--- config.mk ---
export PLATFORM = sky130hd
export DESIGN_NAME = fir_cfg_sequencer
export DESIGN_NICKNAME = d
export VERILOG_FILES = /design/src/rtl/fir_pkg.sv /design/src/rtl/fir_edge_sync.sv /design/src/rtl/fir_cfg_sequencer.sv
export SDC_FILE = /design/constraint.sdc
export NUM_CORES = 1
export LEC_CHECK = 0
export CORE_MARGIN = 4
export CORE_UTILIZATION = 38
export CTS_CLUSTER_SIZE = 10
export DETAILED_ROUTE_END_ITERATION = 12
export PLACE_DENSITY_LB_ADDON = 0.15
export SKIP_CTS_REPAIR_TIMING = 1
export SYNTH_ARGS = -nofsm -noshare
export SYNTH_HDL_FRONTEND = slang
export SYNTH_HIERARCHICAL = 1
export SYNTH_SLANG_ARGS = --single-unit
export TNS_END_PERCENT = 5
--- constraint.sdc ---
create_clock -name clk -period 1.5 [get_ports clk]
set_input_delay 0.45 -clock clk [delete_from_list [all_inputs] [get_ports clk]]
set_output_delay 0.45 -clock clk [all_outputs]
set_load 0.02 [all_outputs]
--- src/rtl/fir_pkg.sv ---
// Shared types and sizing constants for the FIR configuration sequencer and datapath.
package fir_pkg;

   localparam int NUM_TAPS = 4;
   localparam int COEFF_W  = 8;
   localparam int TAP_AW   = 2;

   // Tap index is one bit wider than the address so it can reach NUM_TAPS.
   localparam logic [TAP_AW:0] IDX_LAST = (TAP_AW + 1)'(NUM_TAPS - 1);
   localparam logic [TAP_AW:0] IDX_ONE  = (TAP_AW + 1)'(1);

   typedef enum logic [2:0] {
      ST_RUN,
      ST_LOAD,
      ST_CHECK,
      ST_COMMIT,
      ST_FLUSH
   } fir_cfg_state_t;

endpackage

--- src/rtl/fir_edge_sync.sv ---
// Multi-flop synchroniser for an asynchronous pin, followed by a registered rising-edge detector.
module fir_edge_sync #(
   parameter int SYNC_STAGES = 2
) (
   input  logic clk,
   input  logic rst_n,
   input  logic async_i,
   output logic level_o,
   output logic edge_o
);

   logic [SYNC_STAGES-1:0] sync_q;
   logic                   prev_q;
   logic                   edge_q;

   // NOTE: sequential state uses non-blocking assignments so every flop samples pre-edge values.
   always_ff @(posedge clk or negedge rst_n) begin
      if (!rst_n) begin
         sync_q <= '0;
         prev_q <= 1'b0;
         edge_q <= 1'b0;
      end else begin
         sync_q <= {sync_q[SYNC_STAGES-2:0], async_i};
         prev_q <= sync_q[SYNC_STAGES-1];
         edge_q <= sync_q[SYNC_STAGES-1] & ~prev_q;
      end
   end

   // The delayed level lines up with edge_o: whenever edge_o is high, level_o is high too.
   assign level_o = prev_q;
   assign edge_o  = edge_q;

endmodule

--- src/rtl/fir_cfg_sequencer.sv ---
// Pin-to-datapath control: strobe synchronisation, sample forwarding and the checksummed coefficient reload.
module fir_cfg_sequencer
   import fir_pkg::*;
#(
   parameter int SYNC_STAGES = 2,
   parameter int FIR_LATENCY = 2
) (
   input  logic               clk,
   input  logic               rst_n,
   input  logic [COEFF_W-1:0] pin_data,
   input  logic               pin_valid,
   input  logic               pin_set_coeffs,
   output logic [COEFF_W-1:0] fir_tdata,
   output logic               fir_tvalid,
   output logic               coeff_we,
   output logic [TAP_AW-1:0]  coeff_addr,
   output logic [COEFF_W-1:0] coeff_wdata,
   output logic               fir_clear,
   output logic               out_valid,
   output logic               busy,
   output logic               cfg_err,
   output logic               sample_drop
);

   logic val_edge;
   logic val_level;
   logic set_edge;
   logic set_level;

   fir_edge_sync #(.SYNC_STAGES(SYNC_STAGES)) u_val_sync (
      .clk     (clk),
      .rst_n   (rst_n),
      .async_i (pin_valid),
      .level_o (val_level),
      .edge_o  (val_edge)
   );

   fir_edge_sync #(.SYNC_STAGES(SYNC_STAGES)) u_set_sync (
      .clk     (clk),
      .rst_n   (rst_n),
      .async_i (pin_set_coeffs),
      .level_o (set_level),
      .edge_o  (set_edge)
   );

   fir_cfg_state_t     state_q, state_d;
   logic [TAP_AW:0]    idx_q, idx_d;
   logic [COEFF_W-1:0] csum_q, csum_d;
   logic [COEFF_W-1:0] shadow_q [NUM_TAPS];
   logic [COEFF_W-1:0] shadow_d [NUM_TAPS];

   logic [COEFF_W-1:0] fir_tdata_q, fir_tdata_d;
   logic               fir_tvalid_q, fir_tvalid_d;
   logic               coeff_we_q, coeff_we_d;
   logic [TAP_AW-1:0]  coeff_addr_q, coeff_addr_d;
   logic [COEFF_W-1:0] coeff_wdata_q, coeff_wdata_d;
   logic               fir_clear_q, fir_clear_d;
   logic               cfg_err_q, cfg_err_d;
   logic               sample_drop_q, sample_drop_d;
   logic [FIR_LATENCY-1:0] ovalid_q;

   always_comb begin
      // NOTE: every variable gets a default before the case so no path leaves one unassigned (no latches).
      state_d       = state_q;
      idx_d         = idx_q;
      csum_d        = csum_q;
      shadow_d      = shadow_q;
      fir_tdata_d   = fir_tdata_q;
      fir_tvalid_d  = 1'b0;
      coeff_we_d    = 1'b0;
      coeff_addr_d  = coeff_addr_q;
      coeff_wdata_d = coeff_wdata_q;
      fir_clear_d   = 1'b0;
      cfg_err_d     = cfg_err_q;
      sample_drop_d = 1'b0;

      unique case (state_q)
         ST_RUN: begin
            if (val_edge) begin
               fir_tdata_d  = pin_data;
               fir_tvalid_d = 1'b1;
            end
            if (set_edge) begin
               state_d   = ST_LOAD;
               idx_d     = '0;
               csum_d    = '0;
               cfg_err_d = 1'b0;
            end
         end

         ST_LOAD: begin
            if (!set_level) begin
               cfg_err_d = 1'b1;
               state_d   = ST_RUN;
            end else if (val_edge) begin
               shadow_d[idx_q[TAP_AW-1:0]] = pin_data;
               csum_d = csum_q ^ pin_data;
               idx_d  = idx_q + IDX_ONE;
               if (idx_q == IDX_LAST) state_d = ST_CHECK;
            end
         end

         ST_CHECK: begin
            if (!set_level) begin
               cfg_err_d = 1'b1;
               state_d   = ST_RUN;
            end else if (val_edge) begin
               if (pin_data == csum_q) begin
                  state_d = ST_COMMIT;
                  idx_d   = '0;
               end else begin
                  cfg_err_d = 1'b1;
                  state_d   = ST_RUN;
               end
            end
         end

         // The commit runs to completion regardless of the reload request level.
         ST_COMMIT: begin
            coeff_we_d    = 1'b1;
            coeff_addr_d  = idx_q[TAP_AW-1:0];
            coeff_wdata_d = shadow_q[idx_q[TAP_AW-1:0]];
            idx_d         = idx_q + IDX_ONE;
            if (idx_q == IDX_LAST) state_d = ST_FLUSH;
            sample_drop_d = val_edge;
         end

         ST_FLUSH: begin
            fir_clear_d   = 1'b1;
            state_d       = ST_RUN;
            sample_drop_d = val_edge;
         end

         default: state_d = ST_RUN;
      endcase
   end

   always_ff @(posedge clk or negedge rst_n) begin
      if (!rst_n) begin
         state_q       <= ST_RUN;
         idx_q         <= '0;
         csum_q        <= '0;
         fir_tdata_q   <= '0;
         fir_tvalid_q  <= 1'b0;
         coeff_we_q    <= 1'b0;
         coeff_addr_q  <= '0;
         coeff_wdata_q <= '0;
         fir_clear_q   <= 1'b0;
         cfg_err_q     <= 1'b0;
         sample_drop_q <= 1'b0;
         ovalid_q      <= '0;
         // NOTE: the shadow bank is only NUM_TAPS bytes, so it is reset with the rest of the state.
         for (int i = 0; i < NUM_TAPS; i++) shadow_q[i] <= '0;
      end else begin
         state_q       <= state_d;
         idx_q         <= idx_d;
         csum_q        <= csum_d;
         fir_tdata_q   <= fir_tdata_d;
         fir_tvalid_q  <= fir_tvalid_d;
         coeff_we_q    <= coeff_we_d;
         coeff_addr_q  <= coeff_addr_d;
         coeff_wdata_q <= coeff_wdata_d;
         fir_clear_q   <= fir_clear_d;
         cfg_err_q     <= cfg_err_d;
         sample_drop_q <= sample_drop_d;
         ovalid_q      <= (ovalid_q << 1) | FIR_LATENCY'(fir_tvalid_q);
         for (int i = 0; i < NUM_TAPS; i++) shadow_q[i] <= shadow_d[i];
      end
   end

   // The sync level is only needed for abort detection; the pin_valid level itself is unused.
   logic unused_val_level;
   assign unused_val_level = val_level;

   assign fir_tdata   = fir_tdata_q;
   assign fir_tvalid  = fir_tvalid_q;
   assign coeff_we    = coeff_we_q;
   assign coeff_addr  = coeff_addr_q;
   assign coeff_wdata = coeff_wdata_q;
   assign fir_clear   = fir_clear_q;
   assign out_valid   = ovalid_q[FIR_LATENCY-1];
   assign busy        = (state_q != ST_RUN);
   assign cfg_err     = cfg_err_q;
   assign sample_drop = sample_drop_q;

endmodule

* Word level (Yosys, flattened, before mapping) *
Cells that the tools add are included.
W data, S select, Z words.

word-level totals
  bits of input ports = 12
  logic and storage cells = 100
  register bits after elaboration = 79
  memories = 0
  output and inout port bits = 25
  bits in latches = 0
  ROM bits = 0
  memory bits (writable) = 0

operators by class
  div/mod/pow operators = 0
  shift-type cells = 0
  muxes and demuxes = 37
  bitwise gates (word level) = 7
  multiply operators = 0
  equality and inequality tests = 18
  magnitude comparators = 2
  add/sub/neg operators = 1
  reduce and logical (&&, ||, !) cells = 13

operators with widths
  cell                   number
  $mux W8                6
  $mux W3                13
  $bwmux W32             1
  $pmux W3 S4            2
  $bmux W8 S2            1
  $demux W8 S2           1
  $pmux W8 S2            1
  $ne A3 B3 Y1 const B   4
  $mux W1                10
  $ne A2 B1 Y1 const B   5
  $reduce_and A5 Y1      2
  $eq A3 B2 Y1 const B   3
  $eq A8 B8 Y1           1
  $xor A8 B8 Y8          1
  $reduce_and A7 Y1      1
  $ne A2 B2 Y1 const B   3
  $reduce_bool A3 Y1     2
  $reduce_and A4 Y1      1
  $reduce_bool A4 Y1     1
  $add A3 B1 Y3 const B  1
  $eq A3 B1 Y1 const B   1
  $eq A3 B3 Y1 const B   1
  $ge A3 B3 Y1 const B   1
  $logic_not A3 Y1       1
  12 further kinds       14

* Depth between registers and ports, before layout *
Gate-level depths: netlist of run 1.

  depth in word-level cells = 6
  depth in mapped cells = 6
  mapped depth without buffers = 6

* Cells and area by module *
Netlist of run 1, hierarchy kept.

by module, submodules not included
  module             instances  cells an instance  area each (um2)  sequential area each (um2)
  fir_cfg_sequencer  1          241                3345.7           1776.7
  fir_edge_sync      2          5                  113.9            100.1

* Worst setup path after synthesis of run 1 *
No wires, ideal clock.

  path kind = reg2reg
  start = register idx_q[0]
  end = register shadow_q[10] (netlist bit)
  required time = 1.375 ns
  stages on the path, launching flop included = 6
  setup time = 0.125 ns
  path slack = -0.087 ns
  period minus slack after synthesis = 1.587 ns
  buffers on the path = 1
  arrival time = 1.462 ns
  cells stage by stage = dfrtp_1 buf_2 inv_1 ha_1 nand2_2 mux2_2

on the way
  longest elaborated chain between the ends = 6
  elaborated cells on any way between the ends = 7
  those cells by class = 2 x order compare; 3 x mux; 1 x bitwise; 1 x reduce/logical

RTL lines
  item                                                                       RTL line                  source
  start: declaration                                                         fir_cfg_sequencer.sv:47   logic [TAP_AW:0] idx_q, idx_d;
  start signal: assignment                                                   fir_cfg_sequencer.sv:156  idx_q <= idx_d;
  $not A2 Y3 (not written as such) *                                         fir_cfg_sequencer.sv:96   shadow_d[idx_q[TAP_AW-1:0]] = pin_data;
  $ge A3 B3 Y1 (not written as such) / $lt A3 B1 Y1 (equally long branches)  fir_cfg_sequencer.sv:96
  $logic_and A1 B1 Y1 (not written as such)                                  fir_cfg_sequencer.sv:96
  $mux W8 (not written as such)                                              fir_cfg_sequencer.sv:96
  $demux W8 S2 *                                                             fir_cfg_sequencer.sv:96
  $bwmux W32 *                                                               fir_cfg_sequencer.sv:96
  end: declaration                                                           fir_cfg_sequencer.sv:49   logic [COEFF_W-1:0] shadow_q [NUM_TAPS];

Every way passes the cells marked *; elsewhere a longest branch is shown, timed or not.
A chain may end at the register's enable or synchronous reset.

* Final worst setup path of run 1 *
  start = register state_q[2]
  end = output port busy

on the way
  longest elaborated chain between the ends = 1

RTL lines
  item                      RTL line                  source
  start: declaration        fir_cfg_sequencer.sv:46   fir_cfg_state_t state_q, state_d;
  start signal: assignment  fir_cfg_sequencer.sv:155  state_q <= state_d;
  $reduce_bool A3 Y1        fir_cfg_sequencer.sv:182  assign busy = (state_q != ST_RUN);
  end: declaration          fir_cfg_sequencer.sv:20   output logic busy,

No other way between the ends.

==> results of run 1 <==
power by group through the flow:
stage                     combinational (mW)  sequential, mW  clock (mW)
after floorplan                        0.518            2.57           0
after global placement                 0.945            2.53           0
after detailed placement               0.959            2.53           0
after CTS                              0.961            2.49        2.09
after global routing                    1.04            2.53        2.18
final                                  0.951            2.49        2.02
metal layers:
metal / vias up / GRT usage (%) / wire length [um]
met5: - / 0 / 0
met4: 0 / 4.78 / 98
met3: 9 / 2.90 / 343
met2: 44 / 22.0 / 3460
met1: 1141 / 20.5 / 3480
li1: 1053 / - / -
stage by stage:
step | hold slack, ns | instances
2_1_floorplan | 0.154 | 251
3_3_place_gp | 0.333 | 425
3_5_place_dp | 0.338 | 425
4_1_cts | -0.0299 | 440
5_1_grt | 0.360 | 441
6_report | 0.354 | 441
cell families after synthesis:
logic type	count (synthesis)
DFF	79
muxes	57
AOI/OAI and AO/OA	43
and+or+nand+nor	43
buffers and inverters	16
xor gates and xnor gates	8
adders and majority gates	5
worst max-delay path: stages, from the launching register on:
cell and delay [ns]:
sky130_fd_sc_hd__dfrtp_1 0.40, sky130_fd_sc_hd__nor3_2 0.27, sky130_fd_sc_hd__inv_1 0.06, sky130_fd_sc_hd__dlymetal6s2s_1 0.21
cells in the mapped netlist (2+ instances only):
library cell / n / area [um2]
sky130_fd_sc_hd__a211oi_1: 2 / 15.0
sky130_fd_sc_hd__a21oi_1: 3 / 15.0
sky130_fd_sc_hd__a22o_1: 8 / 70.1
sky130_fd_sc_hd__and2_1: 3 / 18.8
sky130_fd_sc_hd__buf_2: 4 / 20.0
sky130_fd_sc_hd__buf_4: 2 / 15.0
sky130_fd_sc_hd__clkbuf_1: 2 / 7.51
sky130_fd_sc_hd__dfrtp_1: 79 / 1980
sky130_fd_sc_hd__ha_1: 5 / 62.6
sky130_fd_sc_hd__inv_1: 7 / 26.3
sky130_fd_sc_hd__mux2_2: 33 / 372
sky130_fd_sc_hd__mux2_4: 16 / 240
sky130_fd_sc_hd__mux4_2: 8 / 180
sky130_fd_sc_hd__nand2_1: 5 / 18.8
sky130_fd_sc_hd__nand2_2: 2 / 12.5
sky130_fd_sc_hd__nand2_8: 2 / 40.0
sky130_fd_sc_hd__nand4_1: 2 / 12.5
sky130_fd_sc_hd__nor2_1: 4 / 15.0
sky130_fd_sc_hd__nor2b_1: 11 / 68.8
sky130_fd_sc_hd__nor2b_4: 2 / 27.5
sky130_fd_sc_hd__nor3_1: 3 / 15.0
sky130_fd_sc_hd__nor3b_1: 3 / 22.5
sky130_fd_sc_hd__o211ai_1: 7 / 52.6
sky130_fd_sc_hd__o21a_1: 2 / 15.0
sky130_fd_sc_hd__o21ai_0: 17 / 85.1
sky130_fd_sc_hd__xnor2_1: 8 / 70.1
flip-flops by register name, indices dropped and copies added (netlist names), 2 cells and up:
signal	cells
u_val_sync/sync_q	2
shadow_q	32
coeff_wdata	8
csum_q	8
state_q	3
idx_q	3
coeff_addr	2
ovalid_q	2
fir_tdata	8
u_set_sync/sync_q	2
worst max-delay path by stage:
stage / endpoint / cells after the start / start / slack, ns
finish: busy / 3 / state_q[2] / -0.24
global route: busy / 3 / state_q[2] / -0.29
CTS: busy / 3 / state_q[2] / -0.66
detailed placement: state_q[0] / 5 / pin_data[2] / -0.40
global placement: state_q[0] / 5 / pin_data[2] / -0.41
floorplan: shadow_q[10] / 5 / idx_q[0] / -0.01
layout make-up:
| cell class | instances | area (um2) |
|---|---|---|
| Clock buffer | 9 | 124 |
| Sequential cell | 79 | 1980 |
| Multi-Input combinational cell | 156 | 1580 |
| Tap cell | 111 | 139 |
| Timing Repair Buffer | 73 | 766 |
| Fill cell | 811 | 4450 |
| Clock inverter | 6 | 134 |
| Inverter | 7 | 26.3 |
cells in the final DEF, fill, tap and decap left out, types with 6 or more instances in the layout:
cell                              instances
sky130_fd_sc_hd__mux2_2                  26
sky130_fd_sc_hd__o21ai_1                  6
sky130_fd_sc_hd__o211ai_1                 7
sky130_fd_sc_hd__xnor2_1                  8
sky130_fd_sc_hd__dfrtp_1                 78
sky130_fd_sc_hd__nor2b_1                 10
sky130_fd_sc_hd__buf_4                   30
sky130_fd_sc_hd__inv_1                    7
sky130_fd_sc_hd__mux4_2                   8
sky130_fd_sc_hd__mux2_4                  23
sky130_fd_sc_hd__clkdlybuf4s50_1         10
sky130_fd_sc_hd__dlymetal6s2s_1          25
sky130_fd_sc_hd__o21ai_0                 11
sky130_fd_sc_hd__clkbuf_8                 9
sky130_fd_sc_hd__a22o_1                   8
==> PnR_summary.wiki, run 1 <==
{| class="wikitable"
! Metric !! Value
|-
| Antenna-violating nets left || 0
|-
| Primary flip-flop cell chosen by synthesis mapping || sky130_fd_sc_hd__dfrtp_1
|-
| PwrDens || 1150 nW/um2
|-
| Cell internal power dissipation || 4.20 mW
|-
| Register-to-Register Path Depth || 5
|-
| Reg2Reg Launch Point || state_q[2]
|-
| RD Place Congestion || 0.802
|-
| Pin count of the biggest net entering global routing || 37
|-
| Net switching power || 1.26 mW
|-
| Outcome || finished with violations
|-
| Post-place setup slack || -0.400 ns
|-
| CTS buffer count || 9
|-
| Leakage power total || 2.48 nW
|-
| Final setup margin || -0.243 ns
|-
| CTS sink count || 79
|-
| Violations in the final reports || setup timing
|-
| Vert. Die Dim || 105 um
|-
| Clock-pin slew of the registers on the worst-case setup and hold paths || 0.08 ns
|-
| Post-synthesis sequential element count || 79
|-
| Mux share of post-synthesis cell area || 22.2%
|-
| Peak supply drop || 0.000509 V
|-
| Combinational power share || 17.4%
|-
| Area fraction in and, or, nand and nor cells after synthesis || 8.30%
|-
| Crit path DAT || 1.29 ns
|-
| Post-synthesis instance area || 3570 um2
|-
| Total grt overflow || 0
|-
| Placed Area || 4330 um2
|-
| Register-to-register setup slack || -0.08 ns
|-
| FF-to-FF End || fir_tdata[0]
|-
| Wire length per cell || 16.7 um
|-
| Number of DRC markers in iteration 0 || 105
|-
| Signed area change from the synthesized netlist to the final layout || 32.8%
|-
| Register area share after synthesis || 55.3%
|-
| Synthesized Nets || 268
|-
| Horizontal die dimension || 105 um
|-
| Max-slew headroom || 79.7%
|-
| Worst hold path startpoint || u_val_sync/sync_q[0]
|-
| Transition time of the tightest slew-check pin || 0.301 ns
|-
| CP Launch Type || register
|-
| Standard-cell row count || 35
|-
| Clock H-tree levels || 3
|-
| Area share of fa/ha/maj cells after synthesis || 1.75%
|-
| Final routed DRC violation total || 0
|-
| Proportion of layout cells with a drive suffix above 1 || 38.8%
|-
| Port bufs || 36
|-
| Aggregate routed wire length || 7380 um
|-
| Clock Skew || 0.00842 ns
|-
| Gate count of the mapped netlist || 251
|-
| Timing-limited maximum frequency || 574 MHz
|-
| Boundary Pins || 37
|-
| Highest fanout seen on the critical path || 2
|-
| Min-Delay Path Depth || 0
|-
| Post-route cell area || 4750 um2
|-
| Netlist cell types || 37
|-
| WS Path Type || register to primary output
|-
| Maximum Capacitance Violations || 0
|-
| Critical path data required time || 1.05 ns
|-
| Maximum root-to-sink buffer count || 2
|-
| Clock network power share || 37.0%
|-
| Power Total || 5.47 mW
|-
| Number of global-route vias before repair || 2347
|-
| Setup repair after global routing missed its margin || yes
|-
| Relative contribution of sequential cells to total power || 45.6%
|-
| Mean cell area of the mapped netlist || 14.2 um2
|-
| Fraction of power spent switching nets || 23.1%
|-
| Combinational family with the most area after synthesis || multiplexers
|-
| Fin. Hold Viols || 0
|-
| First-pass GRT wire length || 12400 um
|-
| Layout Utilization || 51.6%
|-
| Warnings from Yosys || 6
|-
| Clock Latency Late Sink || 0.35 ns
|-
| Max-slew violation total from the final report || 0
|-
| Pre-Repair DR Iteration Count || 4
|-
| Final HPWL DP || 5300 um
|-
| Portion of the clock cycle consumed by the worst path in the final layout || 116%
|-
| Core Box Area || 9200 um2
|-
| Count of flip-flops with a built-in enable after synthesis || 0
|-
| Complex-gate fraction of the synthesized area || 8.02%
|-
| Synth async-reset ratio || 100%
|-
| NumNets Final || 343
|-
| Initial Util || 38.9%
|-
| Worst hold path class || register to register
|-
| Setup TNS || -1.20 ns
|-
| Routed via count divided by cell count || 5.10
|-
| Root cell of the clock tree || sky130_fd_sc_hd__clkbuf_8
|-
| Area share of xor/xnor cells in the synthesized design || 1.96%
|-
| Global-route total usage across every layer || 14.4%
|-
| Via count of the routed design || 2247
|-
| Critical path endpoint category || primary output
|-
| Area enclosed by the die boundary || 11000 um2
|-
| CTS tree || done
|-
| Endpoint, Worst Hold || u_val_sync/sync_q[1]
|-
| Antenna violations before repair || 0
|-
| Count of inserted antenna diode cells || 0
|-
| Time the final worst path needs with I/O delays and setup || 1.74 ns
|-
| Final setup vio count || 43
|}
Note: power is estimated with default switching activity, not from simulation.
==> run 2, diff against run 1 <==
Settings changed: CAP_MARGIN from default to 20.
==> results of run 2 <==
Final layout, timing and power as in run 1 (identical DEF).
